===== config.mk =====
export PLATFORM = sky130hd
export DESIGN_NAME = ppr_sequencer
export DESIGN_NICKNAME = d
export VERILOG_FILES = /design/src/rtl/ppr_pkg.sv /design/src/rtl/ppr_wait_timer.sv /design/src/rtl/ppr_sequencer.sv
export SDC_FILE = /design/constraint.sdc
export NUM_CORES = 1
export LEC_CHECK = 0
export CAP_MARGIN = 20
export CELL_PAD_IN_SITES_DETAIL_PLACEMENT = 1
export CELL_PAD_IN_SITES_GLOBAL_PLACEMENT = 1
export CORE_ASPECT_RATIO = 1.25
export CORE_MARGIN = 10
export CORE_UTILIZATION = 35
export DETAILED_ROUTE_END_ITERATION = 6
export GPL_TIMING_DRIVEN = 0
export MAX_ROUTING_LAYER = met4
export PLACE_DENSITY_LB_ADDON = 0.3
export SYNTH_ARGS = -nofsm -noshare
export SYNTH_HDL_FRONTEND = slang
export SYNTH_HIERARCHICAL = 1
export SYNTH_SLANG_ARGS = --single-unit

===== constraint.sdc =====
create_clock -name clk -period 3.57 [get_ports clk]
set_clock_uncertainty 0.1 [all_clocks]
set_input_delay 1.071 -clock clk [delete_from_list [all_inputs] [get_ports clk]]
set_output_delay 1.071 -clock clk [all_outputs]
set_load 0.05 [all_outputs]

===== src/rtl/ppr_pkg.sv =====
// Shared types and timing defaults for the post-package-repair command sequencer.
package ppr_pkg;

    typedef enum logic [1:0] {
        NONE = 2'b00,
        SOFT = 2'b01,
        HARD = 2'b10,
        RSVD = 2'b11
    } ppr_type_e;

    typedef enum logic [2:0] {
        NOP       = 3'd0,
        MRS_ENTER = 3'd1,
        ACT       = 3'd2,
        PRE       = 3'd3,
        MRS_EXIT  = 3'd4
    } ppr_cmd_e;

    typedef enum logic [2:0] {
        IDLE    = 3'd0,
        ENTER   = 3'd1,
        PGM_ACT = 3'd2,
        PRECH   = 3'd3,
        EXIT    = 3'd4,
        DONE    = 3'd5
    } ppr_state_e;

    localparam int TIMER_W    = 16;
    localparam int T_MOD_DEF  = 8;
    localparam int T_RP_DEF   = 4;
    localparam int T_SPPR_DEF = 16;
    localparam int T_HPPR_DEF = 64;

    // Only soft and hard entries produce a command sequence; the rest are skipped.
    function automatic logic is_repair(input logic [1:0] entry_type);
        return (entry_type == SOFT) || (entry_type == HARD);
    endfunction

endpackage


===== src/rtl/ppr_wait_timer.sv =====
// Loadable down-counter; expired is high in the last cycle of a W-cycle wait.
module ppr_wait_timer #(
    parameter int W = 16
) (
    input  logic         clk,
    input  logic         rst_n,
    input  logic         load,
    input  logic [W-1:0] load_val,
    output logic         expired
);

    logic [W-1:0] count_reg;

    always_ff @(posedge clk) begin
        if (!rst_n) begin
            count_reg <= '0;
        end else if (load) begin
            count_reg <= load_val;
        end else if (count_reg != '0) begin
            count_reg <= count_reg - 1'b1;
        end
    end

    assign expired = (count_reg == W'(1));

endmodule


===== src/rtl/ppr_sequencer.sv =====
// Expands buffered PPR fail entries into MRS/ACT/PRE/MRS command sequences.
// Optional per-pass repaired/skipped counters are enabled with PPR_SEQ_STATS_EN.
module ppr_sequencer
    import ppr_pkg::*;
#(
    parameter int N_CH      = 32,
    parameter int CH_WIDTH  = $clog2(N_CH),
    parameter int ADDR_SIZE = 24,
    parameter int T_MOD     = T_MOD_DEF,
    parameter int T_RP      = T_RP_DEF,
    parameter int T_SPPR    = T_SPPR_DEF,
    parameter int T_HPPR    = T_HPPR_DEF
) (
    input  logic                 clk,
    input  logic                 rst_n,
    input  logic                 entry_valid_i,
    output logic                 entry_ready_o,
    input  logic [1:0]           entry_type_i,
    input  logic [ADDR_SIZE-1:0] entry_addr_i,
    input  logic [CH_WIDTH-1:0]  entry_ch_i,
    input  logic                 entry_last_i,
    output logic                 cmd_valid_o,
    output logic [2:0]           cmd_o,
    output logic                 cmd_hppr_o,
    output logic [CH_WIDTH-1:0]  cmd_ch_o,
    output logic [ADDR_SIZE-1:0] cmd_addr_o,
    output logic                 entry_done_o,
    output logic                 pass_done_o,
    output logic                 busy_o
`ifdef PPR_SEQ_STATS_EN
    ,
    output logic [15:0]          repaired_cnt_o,
    output logic [15:0]          skipped_cnt_o
`endif
);

    ppr_state_e           state_reg;
    ppr_cmd_e             cmd_reg;
    logic                 cmd_valid_reg;
    logic                 ready_reg;
    logic                 busy_reg;
    logic                 hppr_reg;
    logic                 last_reg;
    logic [CH_WIDTH-1:0]  ch_reg;
    logic [ADDR_SIZE-1:0] addr_reg;
    logic                 entry_done_reg;
    logic                 pass_done_reg;

    logic                 accept;
    logic                 timer_load;
    logic [TIMER_W-1:0]   timer_val;
    logic                 timer_expired;

    assign accept = entry_valid_i & ready_reg;

    // The timer is reloaded on the same edge that issues the next command.
    always_comb begin
        timer_load = 1'b0;
        timer_val  = '0;
        case (state_reg)
            IDLE: begin
                if (accept && is_repair(entry_type_i)) begin
                    timer_load = 1'b1;
                    timer_val  = TIMER_W'(T_MOD);
                end
            end
            ENTER: begin
                if (timer_expired) begin
                    timer_load = 1'b1;
                    timer_val  = hppr_reg ? TIMER_W'(T_HPPR) : TIMER_W'(T_SPPR);
                end
            end
            PGM_ACT: begin
                if (timer_expired) begin
                    timer_load = 1'b1;
                    timer_val  = TIMER_W'(T_RP);
                end
            end
            PRECH: begin
                if (timer_expired) begin
                    timer_load = 1'b1;
                    timer_val  = TIMER_W'(T_MOD);
                end
            end
            default: begin
                timer_load = 1'b0;
                timer_val  = '0;
            end
        endcase
    end

    ppr_wait_timer #(
        .W (TIMER_W)
    ) u_wait_timer (
        .clk      (clk),
        .rst_n    (rst_n),
        .load     (timer_load),
        .load_val (timer_val),
        .expired  (timer_expired)
    );

    always_ff @(posedge clk) begin
        if (!rst_n) begin
            state_reg      <= IDLE;
            cmd_reg        <= NOP;
            cmd_valid_reg  <= 1'b0;
            ready_reg      <= 1'b1;
            busy_reg       <= 1'b0;
            hppr_reg       <= 1'b0;
            last_reg       <= 1'b0;
            ch_reg         <= '0;
            addr_reg       <= '0;
            entry_done_reg <= 1'b0;
            pass_done_reg  <= 1'b0;
        end else begin
            cmd_valid_reg  <= 1'b0;
            cmd_reg        <= NOP;
            entry_done_reg <= 1'b0;
            pass_done_reg  <= 1'b0;
            case (state_reg)
                IDLE: begin
                    if (accept) begin
                        ready_reg <= 1'b0;
                        busy_reg  <= 1'b1;
                        ch_reg    <= entry_ch_i;
                        addr_reg  <= entry_addr_i;
                        last_reg  <= entry_last_i;
                        if (is_repair(entry_type_i)) begin
                            hppr_reg      <= (entry_type_i == HARD);
                            state_reg     <= ENTER;
                            cmd_valid_reg <= 1'b1;
                            cmd_reg       <= MRS_ENTER;
                        end else begin
                            // Skipped entry: report completion without touching the bus.
                            hppr_reg       <= 1'b0;
                            state_reg      <= DONE;
                            entry_done_reg <= 1'b1;
                            pass_done_reg  <= entry_last_i;
                        end
                    end
                end
                ENTER: begin
                    if (timer_expired) begin
                        state_reg     <= PGM_ACT;
                        cmd_valid_reg <= 1'b1;
                        cmd_reg       <= ACT;
                    end
                end
                PGM_ACT: begin
                    if (timer_expired) begin
                        state_reg     <= PRECH;
                        cmd_valid_reg <= 1'b1;
                        cmd_reg       <= PRE;
                    end
                end
                PRECH: begin
                    if (timer_expired) begin
                        state_reg     <= EXIT;
                        cmd_valid_reg <= 1'b1;
                        cmd_reg       <= MRS_EXIT;
                    end
                end
                EXIT: begin
                    if (timer_expired) begin
                        state_reg      <= DONE;
                        entry_done_reg <= 1'b1;
                        pass_done_reg  <= last_reg;
                    end
                end
                DONE: begin
                    state_reg <= IDLE;
                    ready_reg <= 1'b1;
                    busy_reg  <= 1'b0;
                    hppr_reg  <= 1'b0;
                    last_reg  <= 1'b0;
                    ch_reg    <= '0;
                    addr_reg  <= '0;
                end
                default: begin
                    state_reg <= IDLE;
                    ready_reg <= 1'b1;
                    busy_reg  <= 1'b0;
                end
            endcase
        end
    end

    assign entry_ready_o = ready_reg;
    assign cmd_valid_o   = cmd_valid_reg;
    assign cmd_o         = cmd_reg;
    assign cmd_hppr_o    = hppr_reg;
    assign cmd_ch_o      = ch_reg;
    assign cmd_addr_o    = addr_reg;
    assign entry_done_o  = entry_done_reg;
    assign pass_done_o   = pass_done_reg;
    assign busy_o        = busy_reg;

`ifdef PPR_SEQ_STATS_EN
    logic [15:0] repaired_cnt_reg;
    logic [15:0] skipped_cnt_reg;
    logic        done_skip;
    logic        done_repair;

    // Count on entry into DONE so the value including the last entry is visible there.
    assign done_skip   = (state_reg == IDLE) && accept && !is_repair(entry_type_i);
    assign done_repair = (state_reg == EXIT) && timer_expired;

    always_ff @(posedge clk) begin
        if (!rst_n || pass_done_reg) begin
            repaired_cnt_reg <= '0;
            skipped_cnt_reg  <= '0;
        end else begin
            if (done_repair && (repaired_cnt_reg != 16'hFFFF)) begin
                repaired_cnt_reg <= repaired_cnt_reg + 16'd1;
            end
            if (done_skip && (skipped_cnt_reg != 16'hFFFF)) begin
                skipped_cnt_reg <= skipped_cnt_reg + 16'd1;
            end
        end
    end

    assign repaired_cnt_o = repaired_cnt_reg;
    assign skipped_cnt_o  = skipped_cnt_reg;
`endif

endmodule


==> results.md <==
* Routed Antenna Nets at 0
* Layout Nets at 454
* Via count of the first global-routing pass at 2,843
* Routed via count at 2,716
* Status: finished clean
* Global route overflow at 0
* YS warnings at 6
* Die Wd at 98.2 um
* Static Leakage at 1.37 nW
* Seq cells post-synth at 58
* Place WS at -0.112 ns
* Max-cap violations at 0
* Post-synth top area share at 43.4%
* Number of core rows at 35
* Initial Util at 36.1%
* Hold-critical path depth at 2
* R2R depth at 9
* Max_slew headroom at 52.5%
* HP Class: flop to flop
* Max FFs per register at 24
* TritonCTS Buffers at 9
* PD cells at 708 mW/mm2
* Post-synth top flop: dfxtp_1
* Crit Path Max Fanout at 10
* Setup Buffers After CTS at 0
* First-pass GRT wire length at 14.4 mm
* Core ar. at 0.00740 mm2
* Tot GR Track Use at 15.4%
* Max Slew Vio Count at 0
* Synthesized area at 0.00267 mm2
* Peak supply drop at 0.261 mV
* Worst-Skew Late Latency at 0.34 ns
* Design Power at 0.00266 W
* Ys async rst share at 0%
* Total clock sinks at 58
* Setup-violating endpoint count in the final report at 0
* Initial antenna violation count at 0
* CTS Buffer Depth at 2
* Worst path required time at 3.70 ns
* H-tree levels at 3
* WP data arrival at 3.28 ns
* Largest area contributor in the netlist: dfxtp_1
* Setup crit start kind: flop
* Mapped Avg Cell Area at 8.30 um2
* Clock Pin Slew Worst Setup and Hold Paths at 0.06 ns
* Via-to-Cell Ratio at 5.30
* PortBufs at 72
* CTS tree: yes
* ANT cells at 0
* CTS root buf: clkbuf_8
* Drt initial violations at 59
* Post-Route Utilization at 50.8%
* Synth area leaders: dfxtp_1, a21oi_1, nand3_1
* Synthesis-to-layout area growth at 40.7%
* Highest Clock Rate at 317 MHz
* Drt pass-1 iters at 4
* Post-DP HPWL at 6.38 mm
* CP Capture Type: flop
* Final Cell Area at 0.00376 mm2
* Die height at 118 um
* Pin count of the biggest net entering global routing at 12
* IO Count at 73
* Hold Violations, Final at 0
* Cell variety after synth at 53
* Cells after Synth at 322
* Layout cells sized above 1 at 10.5%
* Seq/Total Area, Yosys at 43.4%
* Average routed wire per standard cell at 17.0 um
* Unrepaired setup endpoints after global routing: no
* Post-synth EDFFs at 0
* Crit Path Category: flop to flop
* Slew @ Worst Pin at 0.706 ns
* Final Worst Setup Slack at 0.420 ns
* DRC errors left at 0
* Final Cycle Share at 88.2%
* Final WL at 8.72 mm
* Routability cong. at 0.799
* Area after DPL at 0.00355 mm2
* Fin crit period at 3.15 ns
* Die area at 0.0116 mm2
placed cells by master, fill, tap and decap left out, drive strengths merged, types with 4 or more instances in the layout:
cell and count:
nor2 14, nand2b 5, clkbuf 17, nor4 6
clkdlybuf4s50 73, nand3 38, inv 6, nand2 16
or4 5, conb 12, o21ai 51, a31oi 4
xnor2 6, buf 21, a21oi 43, dfxtp 58
nor3 4
metrics by stage:
step	hold WS, ns	setup TNS (ns)	instances
6_report	0.374	0	512
3_3_place_gp	0.356	-0.100	497
5_1_grt	0.405	0	512
4_1_cts	0.380	0	512
3_5_place_dp	0.371	-0.586	497
2_1_floorplan	0.339	0	333
critical path, cell delays in order, from the launching register on:
cell and delay (ns):
dfxtp_1 0.36, or4_1 0.61, nor2_1 0.23, and4_1 0.42, nand2_1 0.13, o22ai_2 0.31
clkinv_1 0.33, buf_2 0.28, o21ai_0 0.19, a21oi_1 0.06
kinds of logic (layout without fill, tap and decap cells):
kind of cell / after synthesis / in the layout / synth area share (%)
muxes: 1 / 1 / 0.375
DFF: 58 / 58 / 43.4
adders and majority gates: 3 / 3 / 1.40
and+or+nand+nor: 107 / 107 / 21.6
buffers and inverters: 33 / 120 / 7.49
AOI/OAI and AO/OA: 110 / 110 / 22.6
other: 1 / 12 / 0.140
xor gates and xnor gates: 9 / 9 / 2.95
power breakdown:
part	switching (W)	internal, W
clock	0.000255	0.000375
sequential	0.000126	0.000775
combinational	0.000690	0.000442
total	0.00107	0.00159
layer usage:
layer / part of all wire (%) / GRT usage [%]
met1: 47 / 18.3
met2: 48 / 24.5
met3: 4.1 / 3.70
met4: 1.4 / 6.01
met5: 0 / -
area by class of cell:
cell class | count | area [um2]
timing repair buffer | 72 | 721
clock inverter | 2 | 35.0
buffer | 26 | 174
tap | 92 | 115
fill | 903 | 3640
inverter | 7 | 26.3
multi-input combinational | 242 | 1360
clock buffer | 13 | 169
sequential | 58 | 1160
repair_timing:
action | 4_1_cts | 5_1_grt
resized for setup | 0 | 1
endpoints found under the setup margin | 0 | 4
hold buffers | 0 | 0
hold endpoints to repair | 0 | 0
path summary, 6_finish.rpt:
kind,startpoint,endpoint,slack (ns)
setup / recovery,u_wait_timer/count_reg[8]$_SDFFE_PN0P_,u_wait_timer/count_reg[11]$_SDFFE_PN0P_,0.42
hold / removal,cmd_addr_o[11]$_SDFFE_PN0P_,cmd_addr_o[11]$_SDFFE_PN0P_,0.37
setup reg to reg,u_wait_timer/count_reg[8]$_SDFFE_PN0P_,u_wait_timer/count_reg[11]$_SDFFE_PN0P_,0.42
hold reg to reg,cmd_addr_o[11]$_SDFFE_PN0P_,cmd_addr_o[11]$_SDFFE_PN0P_,0.37
Yosys cell counts (2+ instances only):
| cell type | instances |
|---|---|
| a21oi_1 | 42 |
| a31oi_1 | 4 |
| and3_1 | 2 |
| buf_2 | 11 |
| buf_4 | 4 |
| buf_6 | 5 |
| clkbuf_1 | 2 |
| clkbuf_2 | 2 |
| dfxtp_1 | 58 |
| ha_1 | 3 |
| inv_1 | 6 |
| nand2_1 | 16 |
| nand2b_1 | 5 |
| nand3_1 | 38 |
| nand3b_1 | 2 |
| nand4_1 | 3 |
| nor2_1 | 13 |
| nor3_1 | 4 |
| nor4_1 | 5 |
| o21a_1 | 2 |
| o21ai_0 | 20 |
| o21ai_1 | 29 |
| o21ai_2 | 2 |
| o31ai_1 | 2 |
| or3_1 | 3 |
| or4_1 | 5 |
| xnor2_1 | 6 |
| xor2_1 | 3 |
No activity file was read; power rests on OpenSTA's default activity.
